[src/rtl/div_pkg.sv]
// Shared definitions for the sequential non-restoring divider:
// FSM encoding and counter sizing.
package div_pkg;

  localparam logic [1:0] ST_IDLE = 2'd0;
  localparam logic [1:0] ST_CALC = 2'd1;
  localparam logic [1:0] ST_FIX  = 2'd2;
  localparam logic [1:0] ST_DONE = 2'd3;

  typedef enum logic [1:0] {
    IDLE = ST_IDLE,
    CALC = ST_CALC,
    FIX  = ST_FIX,
    DONE = ST_DONE
  } state_t;

  function automatic int cnt_width(input int width);
    return $clog2(width + 1);
  endfunction

endpackage

[src/rtl/div_addsub.sv]
// Ripple-carry adder/subtractor; op=1 computes a - b.
// Shared by the iteration step and the final remainder correction.
module div_addsub #(
  parameter int W = 33
) (
  input  logic [W-1:0] a,
  input  logic [W-1:0] b,
  input  logic         op,
  output logic [W-1:0] sum
);

  logic [W-1:0] bx;

  assign bx = b ^ {W{op}};

  always_comb begin
    logic cy;
    cy  = op;
    sum = '0;
    for (int i = 0; i < W; i++) begin
      sum[i] = a[i] ^ bx[i] ^ cy;
      cy     = (a[i] & bx[i]) | (cy & (a[i] ^ bx[i]));
    end
  end

endmodule

[src/rtl/nonrestoring_divider_32.sv]
// Sequential non-restoring divider, one quotient bit per cycle,
// signed or unsigned, behind a start/done handshake.
module nonrestoring_divider_32
  import div_pkg::*;
#(
  parameter int WIDTH = 32
) (
  input  logic             clk,
  input  logic             rst_n,
  input  logic             start,
  input  logic             signed_op,
  input  logic [WIDTH-1:0] dividend,
  input  logic [WIDTH-1:0] divisor,
  output logic             busy,
  output logic             done,
  output logic [WIDTH-1:0] quotient,
  output logic [WIDTH-1:0] remainder,
  output logic             div_by_zero
);

  localparam int CW = cnt_width(WIDTH);
  localparam logic [WIDTH-1:0] ONE = WIDTH'(1);
  localparam logic [CW-1:0] CNT_ONE = CW'(1);
  localparam logic [CW-1:0] CNT_INIT = CW'(WIDTH);

  state_t state;

  logic [WIDTH:0]   p;
  logic [WIDTH-1:0] a;
  logic [WIDTH-1:0] d;
  logic [CW-1:0]    cnt;
  logic             q_neg;
  logic             r_neg;

  logic [WIDTH:0]   p_shift;
  logic [WIDTH:0]   as_a;
  logic [WIDTH:0]   as_b;
  logic [WIDTH:0]   as_sum;
  logic             as_op;

  logic             dvd_neg;
  logic             dvs_neg;
  logic [WIDTH-1:0] dvd_mag;
  logic [WIDTH-1:0] dvs_mag;
  logic [WIDTH-1:0] rem_mag;
  logic [WIDTH-1:0] q_fin;
  logic [WIDTH-1:0] r_fin;

  assign p_shift = {p[WIDTH-1:0], a[WIDTH-1]};

  // Iterate: subtract while partial remainder is non-negative.
  // Fix: add the divisor back once if it ended negative.
  always_comb begin
    as_a  = p;
    as_op = 1'b0;
    if (state == CALC) begin
      as_a  = p_shift;
      as_op = ~p[WIDTH];
    end
  end

  assign as_b = {1'b0, d};

  div_addsub #(
    .W(WIDTH + 1)
  ) u_addsub (
    .a  (as_a),
    .b  (as_b),
    .op (as_op),
    .sum(as_sum)
  );

  assign dvd_neg = signed_op & dividend[WIDTH-1];
  assign dvs_neg = signed_op & divisor[WIDTH-1];
  assign dvd_mag = dvd_neg ? (~dividend + ONE) : dividend;
  assign dvs_mag = dvs_neg ? (~divisor + ONE) : divisor;

  assign rem_mag = p[WIDTH] ? as_sum[WIDTH-1:0] : p[WIDTH-1:0];
  assign q_fin   = q_neg ? (~a + ONE) : a;
  assign r_fin   = r_neg ? (~rem_mag + ONE) : rem_mag;

  always_ff @(posedge clk) begin
    if (!rst_n) begin
      state       <= IDLE;
      busy        <= 1'b0;
      done        <= 1'b0;
      div_by_zero <= 1'b0;
      quotient    <= '0;
      remainder   <= '0;
      p           <= '0;
      a           <= '0;
      d           <= '0;
      cnt         <= '0;
      q_neg       <= 1'b0;
      r_neg       <= 1'b0;
    end else begin
      done <= 1'b0;
      unique case (state)
        IDLE: begin
          if (start) begin
            if (divisor == '0) begin
              quotient    <= '1;
              remainder   <= dividend;
              div_by_zero <= 1'b1;
              done        <= 1'b1;
              state       <= DONE;
            end else begin
              p     <= '0;
              a     <= dvd_mag;
              d     <= dvs_mag;
              q_neg <= dvd_neg ^ dvs_neg;
              r_neg <= dvd_neg;
              cnt   <= CNT_INIT;
              busy  <= 1'b1;
              state <= CALC;
            end
          end
        end
        CALC: begin
          p   <= as_sum;
          a   <= {a[WIDTH-2:0], ~as_sum[WIDTH]};
          cnt <= cnt - CNT_ONE;
          if (cnt == CNT_ONE) begin
            state <= FIX;
          end
        end
        FIX: begin
          quotient    <= q_fin;
          remainder   <= r_fin;
          div_by_zero <= 1'b0;
          busy        <= 1'b0;
          done        <= 1'b1;
          state       <= DONE;
        end
        DONE: begin
          state <= IDLE;
        end
      endcase
    end
  end

endmodule

[config.mk]
export PLATFORM = sky130hd
export DESIGN_NAME = nonrestoring_divider_32
export DESIGN_NICKNAME = d
export VERILOG_FILES = /design/src/rtl/div_pkg.sv /design/src/rtl/div_addsub.sv /design/src/rtl/nonrestoring_divider_32.sv
export SDC_FILE = /design/constraint.sdc
export NUM_CORES = 1
export LEC_CHECK = 0
export BUFFER_PORTS_ARGS = -buffer_cell sky130_fd_sc_hd__clkbuf_2
export CAP_MARGIN = 20
export CORE_MARGIN = 10
export CORE_UTILIZATION = 45
export CTS_BUF_LIST = sky130_fd_sc_hd__clkbuf_8
export DETAILED_ROUTE_END_ITERATION = 8
export PLACE_DENSITY = 0.61
export SETUP_SLACK_MARGIN = 0.1
export SYNTH_ARGS = -nofsm -noshare
export SYNTH_HDL_FRONTEND = slang
export SYNTH_SLANG_ARGS = --single-unit
[constraint.sdc]
create_clock -name clk -period 16.4 [get_ports clk]
set_input_delay 3.28 -clock clk [delete_from_list [all_inputs] [get_ports clk]]
set_output_delay 3.28 -clock clk [all_outputs]
set_load 0.01 [all_outputs]
-- Word-level counts from Yosys, hierarchy flattened
Cells that the tools add are included.
- $add $sub $neg: 5
- multipliers: 0
- div/mod/pow operators: 0
- order comparisons: 0
- equality and inequality tests: 8
- shift-type cells: 0
- mux-type cells: 35
- bitwise operators: 173
- reductions and logical operators: 9
- operators by type and width (cell ; number):
    2-to-1 mux 32 bit ; 11
    one-hot mux 32 bit (2 select lines) ; 3
    adder 32 x 1 -> 32 bit (second input constant) ; 4
    inverter 32 bit ; 4
    2-to-1 mux 33 bit ; 3
    XOR 1 bit ; 67
    AND 1 bit ; 66
    one-hot mux 33 bit (2 select lines) ; 1
    XOR 32 x 33 -> 33 bit ; 1
    logical NOT 32 bit ; 1
    OR 1 bit ; 32
    2-to-1 mux 6 bit ; 2
    one-hot mux 6 bit (2 select lines) ; 1
    AND reduction 3 bit ; 4
    one-hot mux 2 bit (4 select lines) ; 1
    2-to-1 mux 1 bit ; 7
    == test 6 x 1 -> 1 bit (second input constant) ; 1
    2-to-1 mux 2 bit ; 3
    != test 2 bit (second input constant) ; 3
    one-hot mux 1 bit (2 select lines) ; 3
    subtractor 6 x 1 -> 6 bit (second input constant) ; 1
    == test 2 bit (second input constant) ; 2
    nonzero test 2 bit ; 2
    inverter 1 bit ; 3
    other kinds (4) ; 4
- flip-flop bits (word level): 174
- latch bits: 0
- memory bits (writable): 0
- memory bits (read-only): 0
- input bits: 68
- output and inout bits: 67
- logic and storage cells: 242
- memories: 0

-- Depth between registers and ports, before layout
Gate-level depths: netlist (run 1).
- depth in word-level cells: 72
- gate-level depth with buffers: 47
- depth with buffers taken out: 45

-- Modules after synthesis
Synthesis (run 1) repeated with hierarchy kept, for this count alone.
- cell total of the unflattened synthesis: 1451
- area, all modules: 11827.6 sq um
- modules (own cells, without submodules) (module ; instances ; cells each ; area each (sq um) ; sequential area each (sq um)):
    nonrestoring_divider_32 ; 1 ; 1318 ; 10593.9 ; 3483.3
    div_addsub ; 1 ; 133 ; 1233.7 ; 0.0

-- Worst setup path before layout (run 1)
No wires, ideal clock.
- path kind: reg2reg
- from: register state[1]
- to: register remainder[31]
- arrival time: 13583 ps
- path slack: 2687 ps
- stages on the path, launching flop included: 44
- buffers on the path: 2
- period minus slack after synthesis: 13713 ps
- path through: dfxtp_1 -> inv_1 -> ha_1 -> buf_2 -> nand2_1 -> buf_1 -> xnor2_1 -> fa_1 -> fa_1 -> fa_1 -> fa_1 -> fa_1 -> fa_1 -> fa_1 -> fa_1 -> fa_1 -> fa_1 -> fa_1 -> [8 not listed] -> fa_1 -> fa_1 -> fa_1 -> fa_1 -> fa_1 -> fa_1 -> fa_1 -> fa_1 -> inv_1 -> fa_1 -> inv_1 -> fa_1 -> fa_1 -> inv_1 -> fa_1 -> a21oi_1 -> xnor2_1 -> o22ai_1
- word-level cells in the longest chain between the ends: 72
- elaborated cells between the ends (all ways): 172
- ends and longest elaborated chain (element ; RTL line ; source):
    from (decl) ; nonrestoring_divider_32.sv:26 ; state_t state;
    from (signal assigned) ; nonrestoring_divider_32.sv:84 ; state <= IDLE;
    from (signal assigned) ; nonrestoring_divider_32.sv:106 ; state <= DONE;
    from (signal assigned) ; nonrestoring_divider_32.sv:115 ; state <= CALC;
    == test 2 x 1 -> 1 bit ; nonrestoring_divider_32.sv:56 ; if (state == CALC) begin
    2-to-1 mux 1 bit ; nonrestoring_divider_32.sv:56 ;
    XOR 32 x 33 -> 33 bit ; div_addsub.sv:14 ; assign bx = b ^ {W{op}};
    XOR 1 bit ; div_addsub.sv:21, div_addsub.sv:22 ;
    AND 1 bit ; div_addsub.sv:22 ; cy = (a[i] & bx[i]) | (cy & (a[i] ^ bx[i]));
    OR 1 bit ; div_addsub.sv:22 ;
    AND 1 bit ; div_addsub.sv:22 ;
    OR 1 bit ; div_addsub.sv:22 ;
    [56 not listed] ; - ;
    AND 1 bit ; div_addsub.sv:22 ;
    OR 1 bit ; div_addsub.sv:22 ;
    XOR 1 bit ; div_addsub.sv:21 ; sum[i] = a[i] ^ bx[i] ^ cy;
    2-to-1 mux 32 bit ; nonrestoring_divider_32.sv:78 ; assign rem_mag = p[WIDTH] ? as_sum[WIDTH-1:0] : p[WIDTH-1:0];
    inverter 32 bit ; nonrestoring_divider_32.sv:80 ; assign r_fin = r_neg ? (~rem_mag + ONE) : rem_mag;
    adder 32 x 1 -> 32 bit ; nonrestoring_divider_32.sv:80 ;
    2-to-1 mux 32 bit ; nonrestoring_divider_32.sv:80 ;
    one-hot mux 32 bit (2 select lines) ; nonrestoring_divider_32.sv:98 ; unique case (state)
    to (signal assigned) ; nonrestoring_divider_32.sv:103 ; remainder <= dividend;
    to (signal assigned) ; nonrestoring_divider_32.sv:129 ; remainder <= r_fin;
    to (decl) ; nonrestoring_divider_32.sv:17 ; output logic [WIDTH-1:0] remainder,
Several ways; a longest one is shown, not always the timed one.
A chain may end at the register's enable or synchronous reset.

-- Worst setup path after layout (run 1)
Ends and elaborated chain as after synthesis.

==> flow_summary.yaml, run 1 <==
power:
  powerDensity_nw_per_um2: 161.4
  pwr-share-comb_pct: 53.2
  p_seq_share_pct: 30.5
  ir_worst_vdd_mv: 0.09233
  power.switching_uw: 971.4
  p_int_mw: 1.083
  netSwitchingFraction_pct: 47.28
  clock_power_share_pct: 16.3
  p_leak_nw: 4.705
layout:
  finish.utilization_pct: 50.70
  nets: 1602
  antennaDiodeCount: 0
  fillers: 2550
  design_area_um2: 12730
  seq_area_um2: 3485
  drive_gt1_share_pct: 16.26
  syn_to_final_growth_pct: 11.23
  multi_input_area_um2: 7505
floorplan:
  start_util_pct: 45.59
  ioPinCount: 135
  dieHeight_um: 179.5
  coreArea_um2: 25110
  dieArea_um2: 32210
  rows: 58
  die_w_um: 179.5
cts:
  cts_buffer_depth: 2
  hold_buffers: 0
  cts_root_buf: "clkbuf_8"
  cts_resized: 0
  cts_setup_buffers: 0
  insertion_delay_ns: 0.49
  cts_tree: "done"
  cts.sinks: 174
  htreeDepth: 4
  clkTransAtPathRegs_ns: 0.11
  cts_buffers: 17
timing:
  hold_violations: 0
  finClkSkew_ns: 0.01819
  relSlewSlack_pct: 38.91
  hold-worst-slack_ns: 0.4678
  rsz0062_at_grt: "false"
  finalCritPeriodShare_pct: 87.77
  setup_viol: 0
  tightest_slew_ns: 0.9128
  max_freq_ghz: 0.06947
  min_period_ns: 14.39
  drv_slew: 0
  fin_setup_tns_ns: 0
global_routing:
  grt_start_max_net_pins: 79
  grt_pass1_wl_um: 57080
  grt_pass1_vias: 10050
  grt_antenna_before_repair: 0
  gr-total-overflow: 0
  grt_use_total_pct: 21.26
flow_run:
  maxCapViolCount: 0
worst_setup_path:
  critPathKind: "flip-flop to flip-flop"
  cp-end-kind: "flip-flop"
  crit_top_cell: "fa_1"
  worstPathRequired_ns: 16.74
  arrival_ns: 14.73
  critPathMaxStageDelay_ns: 0.56
  worstPathMaxFanout: 51
  crit_slowest_cell: "ha_4"
  reg2reg_depth: 41
  critical_path.startpoint_type: "flip-flop"
route:
  drt_iter0_drc: 953
  drc: 0
  dr.pass1.iters: 5
  vias: 10810
  via_per_inst: 5.884
  wire_per_inst_um: 19.40
  antenna_left: 0
  finalWirelength_um: 35640
synthesis:
  synth.distinct_cells: 71
  yosysTopAreaCell: "dfxtp_1"
  synthArstFlopShare_pct: 0
  synth_warnings: 0
  synth_cells: 1425
  synthTopCellsByArea: "dfxtp_1 30%, a21oi_1 7.0%, xor2_1 5.5%"
  yosys_register_bits: 174
  ys_seq_area_share_pct: 30.43
  ys.flop_type: "dfxtp_1"
  avgSynthCellArea_um2: 8.032
  synth_edf_count: 0
  yosysTopAreaCellShare_pct: 30.43
  synth_area_um2: 11450
  synth_nets: 1533
placement:
  hpwl_um: 25480
  placed_cell_area_um2: 12280
  portBuffers: 134
  place_congestion: 0.8472
run_status:
  outcome: "completed"
hold_path:
  hold_path_depth: 2
  hold_class: "flip-flop to flip-flop"
-- cell usage after synthesis, drive strengths merged (3+ instances only) --
library cell  instances
a211oi               23
a21oi               159
a22oi                 4
a311oi               11
a31oi                23
a41oi                 4
and2                  8
and3                  6
buf                  32
clkbuf               69
clkinv                5
dfxtp               174
fa                   31
ha                    9
inv                  19
mux2                 34
mux2i                42
nand2               152
nand2b                4
nand3                55
nand3b                4
nand4                 4
nor2                104
nor2b                 4
nor3                 36
nor4                 10
nor4b                 3
o211ai               18
o21a                  5
o21ai               116
o221ai                4
o22ai                 6
o31ai                27
o41ai                12
or2                   4
or3                  16
or3b                  5
or4                  12
xnor2                70
xor2                 72
-- power groups by stage --
stage	clock network (mW)	registers [mW]	logic, mW
final	0.334	0.626	1.09
after global routing	0.357	0.641	1.20
after CTS	0.342	0.624	1.08
after detailed placement	0	0.633	1.08
after global placement	0	0.630	1.07
after floorplan	0	0.620	0.769
-- layout by cell type, fill, tap and decap left out, types with 35 or more instances in the layout --
master,count
dfxtp_1,173
nor3_1,35
mux2i_1,40
o21ai_0,114
nand2_1,152
nor2_1,104
xnor2_1,70
nand3_1,54
a21oi_1,159
clkbuf_2,134
xor2_1,72
-- registers in the layout (all words and copies together) (netlist names) --
| register | flops |
|---|---|
| p | 33 |
| r_neg | 1 |
| a | 32 |
| cnt | 6 |
| div_by_zero | 1 |
| remainder | 32 |
| quotient | 32 |
| q_neg | 1 |
| d | 32 |
| busy | 1 |
| state | 2 |
| done | 1 |
-- final timing paths --
check | endpoint | from | slack [ns]
max | remainder[31] | state[1] | 2.01
min | remainder[0] | remainder[0] | 0.47
max reg2reg | remainder[31] | state[1] | 2.01
min reg2reg | remainder[0] | remainder[0] | 0.47
-- routing by layer --
metal | global-route usage (%) | share of wire (%) | vias up
li1 | - | - | 5286
met1 | 31.31 | 49 | 5092
met2 | 31.56 | 43 | 392
met3 | 3.153 | 6.4 | 39
met4 | 5.392 | 1.5 | 0
met5 | 0 | 0 | -
-- through the flow --
step / setup slack [ns] / power, mW / instances
final: 2.006 / 2.054 / 1837
after global routing: 1.389 / 2.199 / 1837
after CTS: 2.058 / 2.047 / 1836
after detailed placement: 2.095 / 1.710 / 1804
after global placement: 2.224 / 1.702 / 1804
after floorplan: 2.687 / 1.388 / 1425
-- final cells by class --
| class | instances | area share, % |
|---|---|---|
| well taps | 330 | 3.243 |
| multi-input cells | 1126 | 58.95 |
| flip-flops and latches | 174 | 27.37 |
| repair buffers | 151 | 6.369 |
| clock inverters | 14 | 1.415 |
| inverters | 24 | 0.7076 |
| clock buffers | 18 | 1.946 |
-- cells by family (layout without fill, tap and decap cells) --
kind of cell | after synthesis | in the layout | share of synthesized area [%]
AOI/OAI and AO/OA | 432 | 432 | 22.64
muxes | 76 | 76 | 7.018
DFF | 174 | 174 | 30.43
adders and majority gates | 40 | 40 | 6.406
xor gates and xnor gates | 142 | 142 | 10.87
and+or+nand+nor | 436 | 436 | 18.21
buffers and inverters | 125 | 207 | 4.427
-- critical path: cells and delay by family, from the launching register on --
kind                       cells  cell delay [ns]
and+or+nand+nor                1             0.35
DFF                            1             0.34
AOI/OAI and AO/OA              2             0.29
adders and majority gates     32            12.58
buffers and inverters          4             0.32
xor gates and xnor gates       2             0.36
No activity file was read; power rests on OpenSTA's default activity.
==> run 2, diff against run 1 <==
--- a/config.mk
+++ b/config.mk
@@ -8,10 +8,10 @@
 export BUFFER_PORTS_ARGS = -buffer_cell sky130_fd_sc_hd__clkbuf_2
 export CAP_MARGIN = 20
 export CORE_MARGIN = 10
-export CORE_UTILIZATION = 45
+export CORE_UTILIZATION = 55
 export CTS_BUF_LIST = sky130_fd_sc_hd__clkbuf_8
 export DETAILED_ROUTE_END_ITERATION = 8
-export PLACE_DENSITY = 0.61
+export PLACE_DENSITY = 0.73
 export SETUP_SLACK_MARGIN = 0.1
 export SYNTH_ARGS = -nofsm -noshare
 export SYNTH_HDL_FRONTEND = slang
==> run 2 against run 1 <==
  * Final cell count fell by 3.3%
  * Clock skew fell by 0.0084 ns
  * Utilization rose by 11 points
  * Global-route usage rose by 3.7 points
  * Power fell by 1.9%
  * Count of clock-buffer cells in the layout did not move
==> flow_summary.yaml, run 2 (synthesis results as in run 1) <==
run_status:
  outcome: "completed"
worst_setup_path:
  critPathMaxStageDelay_ns: 0.53
  cp-end-kind: "flip-flop"
  crit_family: "adder cells"
  crit_slowest_cell: "ha_4"
  crit_top_cell: "fa_1"
  critical_path.startpoint_type: "flip-flop"
  worst_r2r_endpoint: "remainder[31]"
  critPathKind: "flip-flop to flip-flop"
  r2r-start: "state[1]"
  worstPathMaxFanout: 50
  arrival_ns: 14.87
  worst-path-buf-inv: 4
  worstPathRequired_ns: 16.71
  reg2reg_depth: 41
  r2r_setup_slack_ns: 1.84
cts:
  cts_buffer_depth: 2
  cts_root_buf: "clkbuf_8"
  cts_resized: 0
  cts.sinks: 174
  htreeDepth: 4
  cts_tree: "done"
  clkTransAtPathRegs_ns: 0.09
  hold_buffers: 0
  cts_buffers: 17
  insertion_delay_ns: 0.46
  cts_setup_buffers: 0
timing:
  drv_slew: 0
  hold_violations: 0
  max_freq_ghz: 0.06870
  fin_setup_tns_ns: 0
  hold-worst-slack_ns: 0.4631
  finClkSkew_ns: 0.009758
  min_period_ns: 14.56
  rsz0062_at_grt: "false"
  tightest_slew_ns: 1.022
  finalCritPeriodShare_pct: 88.76
  setup_slack_ns: 1.844
  relSlewSlack_pct: 31.78
  setup_viol: 0
layout:
  final-instance-count-excl-fill: 1777
  regMostFlops: "p"
  layout_commonest_cell: "dfxtp_1"
  final_cell_mix: "173 x dfxtp_1, 159 x a21oi_1, 152 x nand2_1"
  nets: 1601
  largest_register_ffs: 33
  drive_gt1_share_pct: 16.07
  finish.utilization_pct: 61.94
  design_area_um2: 12610
  multi_input_area_um2: 7505
  fillers: 1816
  syn_to_final_growth_pct: 10.20
  seq_area_um2: 3485
global_routing:
  grt_start_max_net_pins: 75
  grt_pass1_wl_um: 54630
  grt_use_total_pct: 24.98
  gr-total-overflow: 0
  grt_antenna_before_repair: 0
  grt_pass1_vias: 10090
placement:
  place_congestion: 0.9295
  placed_cell_area_um2: 12200
  hpwl_um: 24900
  place_ws_ns: 1.995
  dp_cells: 1743
  portBuffers: 134
route:
  wire_per_inst_um: 19.38
  vias: 10920
  via_per_inst: 6.143
  dr.pass1.iters: 8
  finalWirelength_um: 34450
  drt_iter0_drc: 1086
  antenna_left: 0
  drc: 0
power:
  p_leak_nw: 4.691
  ir_worst_vdd_mv: 0.07879
  powerDensity_nw_per_um2: 159.8
  p_total_mw: 2.016
hold_path:
  hold_class: "flip-flop to flip-flop"
  hold_path_depth: 2
  holdPathEnd: "remainder[0]"
  min-delay-start: "remainder[0]"
floorplan:
  die_w_um: 164.3
  coreArea_um2: 20360
  dieHeight_um: 164.3
  dieArea_um2: 26980
  start_util_pct: 56.21
  rows: 52
  ioPinCount: 135
flow_run:
  maxCapViolCount: 0
[run 2: worst register-to-register path: cells and delay by family, from the launching register on]
| family | cells | cell delay (ns) |
|---|---|---|
| adder cells (fa/ha/maj) | 32 | 12.68 |
| AND/OR/NAND/NOR | 1 | 0.39 |
| XOR/XNOR | 2 | 0.38 |
| flip-flops | 1 | 0.34 |
| buffers and inverters | 4 | 0.33 |
| AO/OA/AOI/OAI | 2 | 0.29 |
[run 2: area by class of cell]
type	count	area share, %
multi-input cells	1126	59.50
flip-flops and latches	174	27.63
repair buffers	150	6.368
well taps	270	2.678
clock buffers	18	1.964
clock inverters	14	1.131
inverters	24	0.7142
diodes	1	0.01984
[run 2: worst max-delay path by stage]
stage,startpoint,end,cells past startpoint
after floorplan,state[1],remainder[31],43
after global placement,state[1],remainder[31],41
after detailed placement,state[1],remainder[31],41
after CTS,state[1],remainder[31],41
after global routing,state[1],remainder[31],41
final,state[1],remainder[31],41
[run 2: where the power goes]
group	switching, mW	total, mW	internal [mW]
combinational	0.691	1.09	0.398
sequential	0.0981	0.623	0.525
clock	0.164	0.304	0.140
[run 2: layer usage]
metal	up-vias	routed length (um)	track usage, %
li1	5272	-	-
met4	0	1086	9.829
met3	53	3004	4.305
met1	5111	15520	35.33
met5	-	0	0
met2	480	14830	36.92
